<file path="config.mk">
export PLATFORM = sky130hd
export DESIGN_NAME = axi_write_channel_gen
export DESIGN_NICKNAME = d
export VERILOG_FILES = /design/src/rtl/axi_write_channel_gen.sv
export SDC_FILE = /design/constraint.sdc
export NUM_CORES = 1
export LEC_CHECK = 0
export ABC_AREA = 1
export ABC_CLOCK_PERIOD_IN_PS = 6900
export BUFFER_PORTS_ARGS = -buffer_cell sky130_fd_sc_hd__buf_2
export CORE_UTILIZATION = 57
export CTS_BUF_LIST = sky130_fd_sc_hd__clkbuf_8 sky130_fd_sc_hd__clkbuf_16
export DETAILED_ROUTE_END_ITERATION = 10
export PLACE_DENSITY = 0.95
export RECOVER_POWER = 100
export SLEW_MARGIN = 10
export SYNTH_ARGS = -nofsm -noshare
export SYNTH_HDL_FRONTEND = slang
export SYNTH_SLANG_ARGS = --single-unit
</file>
<file path="constraint.sdc">
create_clock -name clk -period 6.9 [get_ports clk]
set_input_delay 1.38 -clock clk [delete_from_list [all_inputs] [get_ports clk]]
set_output_delay 1.38 -clock clk [all_outputs]
set_load 0.1 [all_outputs]
</file>
<file path="src/rtl/axi_write_channel_gen.sv">
// AXI write-channel master engine.
// Local commands are queued in a small descriptor ring. Four wrapping pointers
// track each burst through the AW issue, W streaming and B collection phases.
// W data passes through combinationally. wlast is generated from a beat counter.
// B responses are matched in order against the stored IDs.
module axi_write_channel_gen #(
    parameter int AW      = 32,
    parameter int DW      = 64,
    parameter int IDW     = 4,
    parameter int MAX_OUT = 4
) (
    input  logic                         clk,
    input  logic                         resetn,

    input  logic                         cmd_valid,
    output logic                         cmd_ready,
    input  logic [AW-1:0]                cmd_addr,
    input  logic [7:0]                   cmd_len,
    input  logic [2:0]                   cmd_size,
    input  logic [1:0]                   cmd_burst,
    input  logic [IDW-1:0]               cmd_id,

    input  logic [DW-1:0]                wdata_in,
    input  logic [DW/8-1:0]              wstrb_in,
    input  logic                         wvalid_in,
    output logic                         wready_out,

    output logic [IDW-1:0]               m_axi_awid,
    output logic [AW-1:0]                m_axi_awaddr,
    output logic [7:0]                   m_axi_awlen,
    output logic [2:0]                   m_axi_awsize,
    output logic [1:0]                   m_axi_awburst,
    output logic                         m_axi_awvalid,
    input  logic                         m_axi_awready,

    output logic [DW-1:0]                m_axi_wdata,
    output logic [DW/8-1:0]              m_axi_wstrb,
    output logic                         m_axi_wlast,
    output logic                         m_axi_wvalid,
    input  logic                         m_axi_wready,

    input  logic [IDW-1:0]               m_axi_bid,
    input  logic [1:0]                   m_axi_bresp,
    input  logic                         m_axi_bvalid,
    output logic                         m_axi_bready,

    output logic                         done_valid,
    output logic [IDW-1:0]               done_id,
    output logic [1:0]                   done_resp,

    output logic                         err_sticky,
    input  logic                         err_clr,
    output logic [$clog2(MAX_OUT):0]     outstanding
);

    localparam int IW = $clog2(MAX_OUT);
    localparam int PW = IW + 1;
    localparam logic [PW-1:0] PTR_ONE = PW'(1);
    localparam logic [PW-1:0] MAX_CNT = PW'(MAX_OUT);

    // Descriptor ring storage (data only, never reset)
    logic [AW-1:0]  addr_mem  [MAX_OUT];
    logic [7:0]     len_mem   [MAX_OUT];
    logic [2:0]     size_mem  [MAX_OUT];
    logic [1:0]     burst_mem [MAX_OUT];
    logic [IDW-1:0] id_mem    [MAX_OUT];

    logic [PW-1:0]  wr_ptr;
    logic [PW-1:0]  aw_ptr;
    logic [PW-1:0]  w_ptr;
    logic [PW-1:0]  b_ptr;
    logic [7:0]     beat;
    logic [PW-1:0]  occ;

    logic           cmd_hs;
    logic           aw_hs;
    logic           w_hs;
    logic           wlast_hs;
    logic           b_hs;
    logic           w_active;
    logic           b_err;

    logic           done_vld_p1;
    logic [IDW-1:0] done_id_p1;
    logic [1:0]     done_resp_p1;
    logic           err_q;

    // Occupancy and handshake decode
    always_comb begin
        occ           = wr_ptr - b_ptr;
        cmd_ready     = (occ < MAX_CNT);
        cmd_hs        = cmd_valid & cmd_ready;

        m_axi_awvalid = (aw_ptr != wr_ptr);
        m_axi_awid    = id_mem[aw_ptr[IW-1:0]];
        m_axi_awaddr  = addr_mem[aw_ptr[IW-1:0]];
        m_axi_awlen   = len_mem[aw_ptr[IW-1:0]];
        m_axi_awsize  = size_mem[aw_ptr[IW-1:0]];
        m_axi_awburst = burst_mem[aw_ptr[IW-1:0]];
        aw_hs         = m_axi_awvalid & m_axi_awready;

        // A burst may only stream data once its address has been accepted
        w_active      = (w_ptr != aw_ptr);
        m_axi_wvalid  = wvalid_in & w_active;
        wready_out    = m_axi_wready & w_active;
        m_axi_wdata   = wdata_in;
        m_axi_wstrb   = wstrb_in;
        m_axi_wlast   = w_active & (beat == len_mem[w_ptr[IW-1:0]]);
        w_hs          = m_axi_wvalid & m_axi_wready;
        wlast_hs      = w_hs & m_axi_wlast;

        m_axi_bready  = (b_ptr != w_ptr);
        b_hs          = m_axi_bvalid & m_axi_bready;
        b_err         = b_hs & (m_axi_bresp[1] | (m_axi_bid != id_mem[b_ptr[IW-1:0]]));

        outstanding   = occ;
    end

    // Capture an accepted descriptor into the ring slot at wr_ptr
    always_ff @(posedge clk) begin
        if (cmd_hs) begin
            addr_mem[wr_ptr[IW-1:0]]  <= cmd_addr;
            len_mem[wr_ptr[IW-1:0]]   <= cmd_len;
            size_mem[wr_ptr[IW-1:0]]  <= cmd_size;
            burst_mem[wr_ptr[IW-1:0]] <= cmd_burst;
            id_mem[wr_ptr[IW-1:0]]    <= cmd_id;
        end
    end

    // Ring pointers and the per-burst beat counter
    always_ff @(posedge clk or negedge resetn) begin
        if (!resetn) begin
            wr_ptr <= '0;
            aw_ptr <= '0;
            w_ptr  <= '0;
            b_ptr  <= '0;
            beat   <= '0;
        end else begin
            if (cmd_hs) wr_ptr <= wr_ptr + PTR_ONE;
            if (aw_hs)  aw_ptr <= aw_ptr + PTR_ONE;
            if (b_hs)   b_ptr  <= b_ptr + PTR_ONE;
            if (wlast_hs) begin
                beat  <= '0;
                w_ptr <= w_ptr + PTR_ONE;
            end else if (w_hs) begin
                beat  <= beat + 8'd1;
            end
        end
    end

    // Completion valid and sticky error flag; a new error beats a clear
    always_ff @(posedge clk or negedge resetn) begin
        if (!resetn) begin
            done_vld_p1 <= 1'b0;
            err_q       <= 1'b0;
        end else begin
            done_vld_p1 <= b_hs;
            if (b_err)        err_q <= 1'b1;
            else if (err_clr) err_q <= 1'b0;
        end
    end

    // Completion payload, qualified by done_vld_p1
    always_ff @(posedge clk) begin
        if (b_hs) begin
            done_id_p1   <= id_mem[b_ptr[IW-1:0]];
            done_resp_p1 <= m_axi_bresp;
        end
    end

    assign done_valid = done_vld_p1;
    assign done_id    = done_id_p1;
    assign done_resp  = done_resp_p1;
    assign err_sticky = err_q;

endmodule
</file>
==> results.txt <==
Run status: complete, but fails checks
Failing checks: capacitance limit, slew limit
TritonCTS Buffers: 24
Mean Syn Cell Area: 11.8 um^2
Worst Path Arrival: 3.70 ns
Area occupied by multi-input gates: 2360 um^2
Dominant synthesized flop cell: edfxtp_1
Post-synthesis sequential area ratio: 67.3%
CP Launch Type: flip-flop
Antenna Nets Post-Route: 0
EDFF count, synth: 202
Crit-path max FO: 67
Final setup viols: 0
TritonCTS clock tree: yes
Initial drt markers: 522
WP data required: 5.52 ns
Hold buffers post-CTS: 0
Router iterations before antenna repair: 5
Post-layout nets: 1029
Post-CTS sizing: 0
Syn nets: 976
Worst-Skew Late Latency: 0.53 ns
IO Port Bufs: 128
Pin count of the biggest net entering global routing: 102
RSZ-0062 raised after global routing: no
Dpl hpwl: 15600 um
Max-slew violation count: 143
Register area: 6620 um^2
GPL Wtd Cong: 0.893
Vias in the first global route: 6321
Rows: 47
Core ar.: 16700 um^2
Mapped cell area: 9830 um^2
Die Wd: 133 um
Setup Buffers After CTS: 0
Vias: 6435
Register bit count reported by yosys: 224
Period utilisation layout: 73.6%
Root Buffer: clkbuf_16
CTS sink count: 224
Final TNS setup: 0 ns
Initial Util: 58.8%
Fin Hold WS: 0.540 ns
Antenna diode count: 0
Global route overflow: 0
Clk slew on worst S/H paths: 0.06 ns
GRT Util Overall: 26.7%
Final Skew: 0.0226 ns
Drt wl/cell: 21.2 um
Worst hold path class: reg2reg
Initial antenna violation count: 1
Finished Layout Cells: 1122
Synthesis-to-finish area growth: 9.01%
Clk buf depth: 3
First-pass GRT wire length: 35900 um
Fmax: 0.197 GHz
Period minus WS final: 5.08 ns
H-tree Lvls: 1
Synth async-reset ratio: 9.82%
Placed cells: 1078
Cells after Synth: 831
Drt drc: 0
Worst Setup Path Type: reg2out
Layout cell share with drive strength beyond 1: 7.54%
Top-Level Pins: 273
Slew at the pin closest to its max-slew limit: 3.10 ns
Max Cap Violations: 4
Synth warn: 0
Routed WL: 23800 um
Vias per cell: 5.74
Worst setup EP type: output pin
Die Ht: 133 um
Die area: 17800 um^2
Distinct cells, synth: 30
Relative slew slack: -107%
Final Hold Vio Count: 0
Fill cell count: 1295
## stage by stage
step / setup slack [ns] / area, um^2 / utilization, %
6_report: 1.82 / 10700 / 64.2
5_1_grt: 1.64 / 10700 / 64.2
4_1_cts: 2.50 / 10900 / 65.2
3_5_place_dp: 3.05 / 10100 / 60.5
3_3_place_gp: 3.14 / 10100 / 60.5
2_1_floorplan: 0.851 / 9830 / -
## layout make-up
type | count | area share (%)
flip-flops and latches | 224 | 61.8
multi-input cells | 465 | 22.0
clock buffers | 25 | 5.73
repair buffers | 136 | 5.13
well taps | 220 | 2.57
clock inverters | 19 | 1.60
inverters | 33 | 1.16
## metal layers
| layer | wire (um) | GRT usage (%) | up-vias |
|---|---|---|---|
| met5 | 46 | 1.11 | - |
| met4 | 796 | 10.4 | 4 |
| met3 | 2620 | 9.17 | 59 |
| met2 | 12100 | 46.5 | 347 |
| met1 | 8220 | 30.2 | 3073 |
| li1 | - | - | 2952 |
## worst max-delay path, cell delays in order (launching register included)
cell and delay, ns:
dfrtp_2 0.39, inv_1 0.72, buf_4 0.67, o21ai_0 0.19, o22ai_1 0.24, clkbuf_1 0.92
## Yosys cell counts, types with 6 or more instances
master / instances / area, um^2
clkbuf_1: 29 / 109
inv_1: 30 / 113
edfxtp_1: 202 / 6070
xor2_1: 9 / 78.8
nand2_1: 102 / 383
ha_1: 9 / 113
nor2_1: 119 / 447
nand3_1: 35 / 175
xnor2_1: 14 / 123
o21ai_0: 101 / 505
buf_4: 73 / 548
nand3_2: 6 / 60.1
o22ai_1: 49 / 307
dfrtp_1: 22 / 551
## flip-flops by register name, indices dropped and copies added, names as in the netlist
name and count:
err_sticky 1, beat 8, size_mem 12, len_mem 32, aw_ptr 3, b_ptr 3, id_mem 16, done_valid 1
addr_mem 128, done_resp 2, w_ptr 3, burst_mem 8, done_id 4, wr_ptr 3
## layout by cell type, fill, tap and decap left out, types with 2 or more instances in the layout
master	n
edfxtp_1	202
nor2_1	117
clkbuf_1	117
o21ai_0	103
nand2_1	102
o22ai_1	49
inv_1	40
nand3_1	36
clkbuf_16	24
dfrtp_1	21
xnor2_1	14
buf_2	13
xor2_1	9
ha_1	9
buf_4	6
nand3_2	5
nor3_1	5
nand2_2	4
clkinv_2	4
nor2_4	3
nand4_1	3
clkinv_1	3
bufinv_16	3
a21oi_1	2
## cell families (layout without fill, tap and decap cells)
group,Yosys count,after routing,synth area share (%)
XOR/XNOR,24,24,2.22
AND/OR/NAND/NOR,277,277,12.0
flip-flops,224,224,67.3
adder cells (fa/ha/maj),10,10,1.35
buffers and inverters,142,213,8.63
AO/OA/AOI/OAI,154,154,8.47
## final timing paths
| check | start | end | slack (ns) | depth (start not counted) |
|---|---|---|---|---|
| min in group asynchronous | resetn | beat[6] | 1.13 | 1 |
| min | err_sticky | err_sticky | 0.54 | 2 |
| min reg2reg | err_sticky | err_sticky | 0.54 | 2 |
| max reg2reg | b_ptr[0] | addr_mem[2][2] | 2.15 | 7 |
| max in group asynchronous | resetn | aw_ptr[0] | 4.91 | 1 |
| max | aw_ptr[0] | m_axi_awaddr[22] | 1.82 | 5 |
Power is left out: the tool's default activity adds up to more than one toggle a clock period on the data nets, which glitch-free logic cannot reach.
